==> src/rtl/matmul_pkg.sv <==
// Shared state encoding and default sizing for the matmul pass sequencer.
package matmul_pkg;

  typedef enum logic [2:0] {
    IDLE,
    LOAD_A,
    LOAD_B,
    CLEAR,
    FEED,
    DRAIN,
    DONE
  } state_t;

  localparam int DEF_N            = 3;
  localparam int DEF_DATA_WIDTH   = 8;
  localparam int DEF_MEM_DEPTH    = DEF_N * DEF_N;
  localparam int DEF_AW           = $clog2(DEF_MEM_DEPTH);
  localparam int DEF_DRAIN_CYCLES = 2 * DEF_N - 1;

  // Bits needed to hold a counter's terminal value, never less than one.
  function automatic int cnt_width(input int terminal);
    return (terminal < 2) ? 1 : $clog2(terminal + 1);
  endfunction

endpackage

==> src/rtl/matmul_seq_ctrl_tc_counter.sv <==
// Up-counter with synchronous clear that saturates at a terminal value.
module tc_counter #(
  parameter int WIDTH    = 4,
  parameter int TERMINAL = 8
) (
  input  logic             clk,
  input  logic             reset,
  input  logic             clear,
  input  logic             en,
  output logic [WIDTH-1:0] count,
  output logic             tc
);

  assign tc = (count == WIDTH'(TERMINAL));

  always_ff @(posedge clk or negedge reset) begin
    if (!reset) begin
      count <= '0;
    end else if (clear) begin
      count <= '0;
    end else if (en && !tc) begin
      count <= count + WIDTH'(1);
    end
  end

endmodule

==> src/rtl/matmul_seq_ctrl.sv <==
// Sequencer for one NxN matrix-multiply pass: load A and B, clear, strided feed, drain, done.
module matmul_seq_ctrl
  import matmul_pkg::*;
#(
  parameter int N            = DEF_N,
  parameter int DATA_WIDTH   = DEF_DATA_WIDTH,
  parameter int MEM_DEPTH    = N * N,
  parameter int DRAIN_CYCLES = 2 * N - 1
) (
  input  logic                         clk,
  input  logic                         reset,
  input  logic                         start,
  input  logic                         in_valid,
  input  logic [DATA_WIDTH-1:0]        in_data,
  output logic                         in_ready,
  output logic                         mem_a_wr_en,
  output logic                         mem_b_wr_en,
  output logic                         mem_rd_en,
  output logic [$clog2(MEM_DEPTH)-1:0] mem_addr,
  output logic [DATA_WIDTH-1:0]        mem_data_in,
  output logic                         sa_clear,
  output logic                         sa_en,
  output logic                         busy,
  output logic                         done
);

  localparam int AW  = $clog2(MEM_DEPTH);
  localparam int KW  = cnt_width(N - 1);
  localparam int DCW = cnt_width(DRAIN_CYCLES - 1);

  state_t state, state_n;

  logic                  hs;
  logic [AW-1:0]         load_cnt;
  logic                  load_tc, load_clr;
  logic [KW-1:0]         feed_cnt;
  logic                  feed_tc, feed_en, feed_clr;
  logic [DCW-1:0]        drain_cnt_unused;
  logic                  drain_tc, drain_en, drain_clr;

  logic                  ready_n, a_wr_n, b_wr_n, rd_n, clr_n, en_n, busy_n, done_n;
  logic [AW-1:0]         addr_n;
  logic [DATA_WIDTH-1:0] data_n;

  // in_ready is high exactly while the state is LOAD_A or LOAD_B, so it gates the handshake.
  assign hs        = in_valid & in_ready;
  assign load_clr  = ~in_ready | (hs & load_tc);
  assign feed_en   = (state == FEED);
  assign feed_clr  = ~feed_en | feed_tc;
  assign drain_en  = (state == DRAIN);
  assign drain_clr = ~drain_en | drain_tc;

  tc_counter #(.WIDTH(AW), .TERMINAL(MEM_DEPTH - 1)) u_load_cnt (
    .clk(clk), .reset(reset), .clear(load_clr), .en(hs),
    .count(load_cnt), .tc(load_tc)
  );

  tc_counter #(.WIDTH(KW), .TERMINAL(N - 1)) u_feed_cnt (
    .clk(clk), .reset(reset), .clear(feed_clr), .en(feed_en),
    .count(feed_cnt), .tc(feed_tc)
  );

  tc_counter #(.WIDTH(DCW), .TERMINAL(DRAIN_CYCLES - 1)) u_drain_cnt (
    .clk(clk), .reset(reset), .clear(drain_clr), .en(drain_en),
    .count(drain_cnt_unused), .tc(drain_tc)
  );

  always_ff @(posedge clk or negedge reset) begin
    if (!reset) begin
      state <= IDLE;
    end else begin
      state <= state_n;
    end
  end

  // Outputs are computed from the current state and registered, so each appears one cycle later.
  always_comb begin
    state_n = state;
    a_wr_n  = 1'b0;
    b_wr_n  = 1'b0;
    rd_n    = 1'b0;
    clr_n   = 1'b0;
    en_n    = 1'b0;
    busy_n  = 1'b1;
    done_n  = 1'b0;
    addr_n  = '0;
    data_n  = '0;
    case (state)
      IDLE: begin
        busy_n = 1'b0;
        if (start) state_n = LOAD_A;
      end
      LOAD_A: begin
        a_wr_n = hs;
        if (hs) begin
          addr_n = load_cnt;
          data_n = in_data;
          if (load_tc) state_n = LOAD_B;
        end
      end
      LOAD_B: begin
        b_wr_n = hs;
        if (hs) begin
          addr_n = load_cnt;
          data_n = in_data;
          if (load_tc) state_n = CLEAR;
        end
      end
      CLEAR: begin
        clr_n   = 1'b1;
        state_n = FEED;
      end
      FEED: begin
        rd_n   = 1'b1;
        en_n   = 1'b1;
        addr_n = AW'(int'(feed_cnt) * N);
        if (feed_tc) state_n = DRAIN;
      end
      DRAIN: begin
        en_n = 1'b1;
        if (drain_tc) state_n = DONE;
      end
      DONE: begin
        busy_n  = 1'b0;
        done_n  = 1'b1;
        state_n = IDLE;
      end
      default: begin
        busy_n  = 1'b0;
        state_n = IDLE;
      end
    endcase
    ready_n = (state_n == LOAD_A) || (state_n == LOAD_B);
  end

  always_ff @(posedge clk or negedge reset) begin
    if (!reset) begin
      in_ready    <= 1'b0;
      mem_a_wr_en <= 1'b0;
      mem_b_wr_en <= 1'b0;
      mem_rd_en   <= 1'b0;
      mem_addr    <= '0;
      mem_data_in <= '0;
      sa_clear    <= 1'b0;
      sa_en       <= 1'b0;
      busy        <= 1'b0;
      done        <= 1'b0;
    end else begin
      in_ready    <= ready_n;
      mem_a_wr_en <= a_wr_n;
      mem_b_wr_en <= b_wr_n;
      mem_rd_en   <= rd_n;
      mem_addr    <= addr_n;
      mem_data_in <= data_n;
      sa_clear    <= clr_n;
      sa_en       <= en_n;
      busy        <= busy_n;
      done        <= done_n;
    end
  end

endmodule

==> config.mk <==
export PLATFORM = sky130hd
export DESIGN_NAME = matmul_seq_ctrl
export DESIGN_NICKNAME = d
export VERILOG_FILES = /design/src/rtl/matmul_pkg.sv /design/src/rtl/matmul_seq_ctrl_tc_counter.sv /design/src/rtl/matmul_seq_ctrl.sv
export SDC_FILE = /design/constraint.sdc
export NUM_CORES = 1
export LEC_CHECK = 0
export CAP_MARGIN = 10
export CORE_ASPECT_RATIO = 0.5
export CORE_MARGIN = 2
export CORE_UTILIZATION = 45
export CTS_BUF_LIST = sky130_fd_sc_hd__clkbuf_16
export CTS_CLUSTER_SIZE = 28
export DETAILED_ROUTE_END_ITERATION = 16
export GPL_TIMING_DRIVEN = 0
export PLACE_DENSITY = 0.73
export SYNTH_ARGS = -nofsm -noshare
export SYNTH_HDL_FRONTEND = slang
export SYNTH_SLANG_ARGS = --single-unit
==> constraint.sdc <==
create_clock -name clk -period 2.4 [get_ports clk]
set_input_delay 0.48 -clock clk [delete_from_list [all_inputs] [get_ports clk]]
set_output_delay 0.48 -clock clk [all_outputs]
set_load 0.05 [all_outputs]
==> flow_summary.toml <==
[floorplanning]
coreArea_mm2 = 0.002978
die_x_um = 82.96
fp.dieArea_mm2 = 0.003606
rows = 14
initial_core_util_pct = 47.10
die_h_um = 43.48
io_pins = 32

[clocking]
clk_pin_slew_ns = 0.05
ctsResizeCount = 0
clk_path_buf_depth = 2
cts_buffers = 5
cts_tree = "done"
cts_root_buf = "clkbuf_16"
ctsHoldBuffers = 0
h-tree-depth = 2
post_cts_buffers = 0
cts_sinks = 32
clk_latency_ns = 0.27

[critical_path]
worstPathCellList = "clkdlybuf4s50_1"
r2r-end = "u_load_cnt.count[2]"
critPathKind = "reg -> out"
reg2reg_from = "u_load_cnt.count[0]"
cp_slowest_cell = "clkdlybuf4s50_1"
slowest_delay_ns = 0.84
required_ns = 1.92
cp-start-kind = "register"
cp-end-kind = "primary output"
worstPathMaxFanout = 7
reg2reg_slack_ns = 0.90
rr_worst_depth = 5
cp_num_buf_inv = 1
critPathArrivalTime_ns = 1.54
cpLargestDelayFamily = "buffers and inverters"

[power_and_ir_drop]
ir_drop_mv = 0.4967
total_power_mw = 2.092
powerDensity_mw_per_mm2 = 1113
p_leak_nw = 0.8462

[detailed_routing]
met2_wirelength_mm = 1.144
m1WireLength_mm = 1.156
vias = 961
route.detailed.drc = 0
routed_wl_mm = 2.516
dr.first_iter.drc_count = 48
first_pass_iters = 4
detail-route-antenna-nets = 0
wl_per_cell_um = 12.71
via_per_inst = 4.854
dr.max_layer_used = "met4"
met3_length_um = 154

[finish]
post-route-util_pct = 63.15
nNetsFinal = 177
num-fill-cells = 251
diodes = 0
area_delta_synth_final_pct = 34.08
drive_gt1_share_pct = 11.39

[yosys]
syn-cell-area_mm2 = 0.001403
yosys_most_used_dff = "dfrtp_1"
yosys-top-cells-area = "dfrtp_1 (57%), ha_1 (6.2%), and2_1 (3.6%)"
synthCells = 121
synth_edf_count = 0
ys_ff_latch = 32
yosysWarningCount = 0
async_flop_share_pct = 100.0
ys_seq_area_share_pct = 57.09
yosysUniqueCellTypes = 34
synthesis.nets = 140
yosysTopAreaCellShare_pct = 57.09
synth_top_area_cell = "dfrtp_1"
syn_avg_cell_area_um2 = 11.59

[sta]
relSlewSlack_pct = 54.29
rsz0062_at_grt = "no"
finalHoldViolCount = 0
period_needed_ns = 2.021
finalSetupViolations = 0
tightest_slew_ns = 0.6857
maxSlewViolCount = 0
setup_tns_ns = 0
fin_crit_sh_pct = 84.21
finalClockSkew_ns = 0.005740
clock.fmax_mhz = 494.8

[placed_design]
place_congestion = 0.7756
io_buffers = 30
post-dp-hpwl_mm = 1.801

[outcome]
status = "finished, final reports clean"

[min_path]
hp-class = "in -> async"

[grt]
grt_pass1_wl_mm = 4.422
grt_start_max_net_pins = 33
grt_pass1_vias = 945
antenna_found_initial = 0
overflow = 0
grtUsageTotal_pct = 16.40

[flow_run]
maxCapViolCount = 0
-- where the power goes --
part	total, mW	internal, mW	switching [mW]
combinational	0.782	0.286	0.496
sequential	0.739	0.659	0.0806
clock	0.570	0.369	0.202
total	2.09	1.31	0.779
-- layout by cell type (no fill, tap or decap), types with 2 or more instances in the layout --
cell type,n
dfrtp_1,32
clkdlybuf4s50_1,29
inv_1,8
and2_1,8
ha_1,7
nor3_1,6
nand2_1,6
nor2_1,5
o211ai_1,5
clkbuf_16,5
buf_2,4
nand2b_1,3
a22o_1,3
o21ai_0,3
a21oi_1,3
a21boi_1,3
buf_6,2
inv_2,2
nand3_1,2
nand2b_4,2
or3_1,2
o21bai_1,2
clkinv_1,2
-- Yosys cell counts, types with 3 or more instances --
| library cell | instances |
|---|---|
| a21boi_1 | 3 |
| a21oi_1 | 3 |
| a22o_1 | 3 |
| and2_1 | 8 |
| buf_2 | 3 |
| dfrtp_1 | 32 |
| ha_1 | 7 |
| inv_1 | 8 |
| nand2_1 | 6 |
| nand2b_1 | 3 |
| nor2_1 | 5 |
| nor3_1 | 6 |
| o211ai_1 | 5 |
| o21ai_0 | 3 |
-- worst max-delay path by stage --
| stage | from | cells after the start | slack, ns | to |
|---|---|---|---|---|
| after global placement | reset | 1 | 0.25 | mem_data_in[7] |
| after detailed placement | in_ready | 1 | 0.65 | in_ready |
| final | in_ready | 1 | 0.38 | in_ready |
| after CTS | in_ready | 1 | 0.36 | in_ready |
| after floorplan | in_ready | 4 | 0.92 | mem_data_in[0] |
| after global routing | in_ready | 1 | 0.32 | in_ready |
-- kinds of logic (layout without fill, tap and decap cells) --
kind of cell,after synthesis,after routing,share of synthesized area (%)
xor+xnor,1,1,0.6246
fa+ha+maj,7,7,6.244
buf+inv,16,53,5.620
flops,32,32,57.09
simple gates,40,40,16.77
compound gates,25,25,13.65
-- state kept, by name (all words and copies together) (netlist names) --
register and flops:
sa_clear 1, u_feed_cnt.count 2, mem_data_in 8, u_drain_cnt.count 3, u_load_cnt.count 4, sa_en 1, mem_b_wr_en 1, done 1
mem_rd_en 1, mem_a_wr_en 1, busy 1, mem_addr 4, in_ready 1, state 3
-- metrics by stage --
| stage | area, µm² | hold WS [ns] | instances | worst slack (ns) |
|---|---|---|---|---|
| floorplan | 1403 | 0.1844 | 121 | 0.9243 |
| global placement | 1753 | 0.4442 | 191 | 0.2514 |
| detailed placement | 1748 | 0.4569 | 191 | 0.6532 |
| CTS | 1881 | 0.2780 | 198 | 0.3599 |
| global route | 1881 | 0.3162 | 198 | 0.3250 |
| finish | 1881 | 0.2508 | 198 | 0.3790 |
-- layout make-up --
| class | instances | area (µm²) | area share, % |
|---|---|---|---|
| flip-flops and latches | 32 | 800.8 | 42.58 |
| clock buffers | 5 | 125.1 | 6.653 |
| repair buffers | 30 | 295.3 | 15.70 |
| multi-input cells | 73 | 523.0 | 27.81 |
| clock inverters | 2 | 7.507 | 0.3992 |
| inverters | 10 | 37.54 | 1.996 |
| well taps | 40 | 50.05 | 2.661 |
| plain buffers | 6 | 41.29 | 2.196 |
-- routing by layer --
layer  vias up  track usage, %
met4         0           6.885
met2        23           26.13
met5         -               0
met1       448           19.70
li1        481               -
met3         9           7.810
No activity file was read; power rests on OpenSTA's default activity.
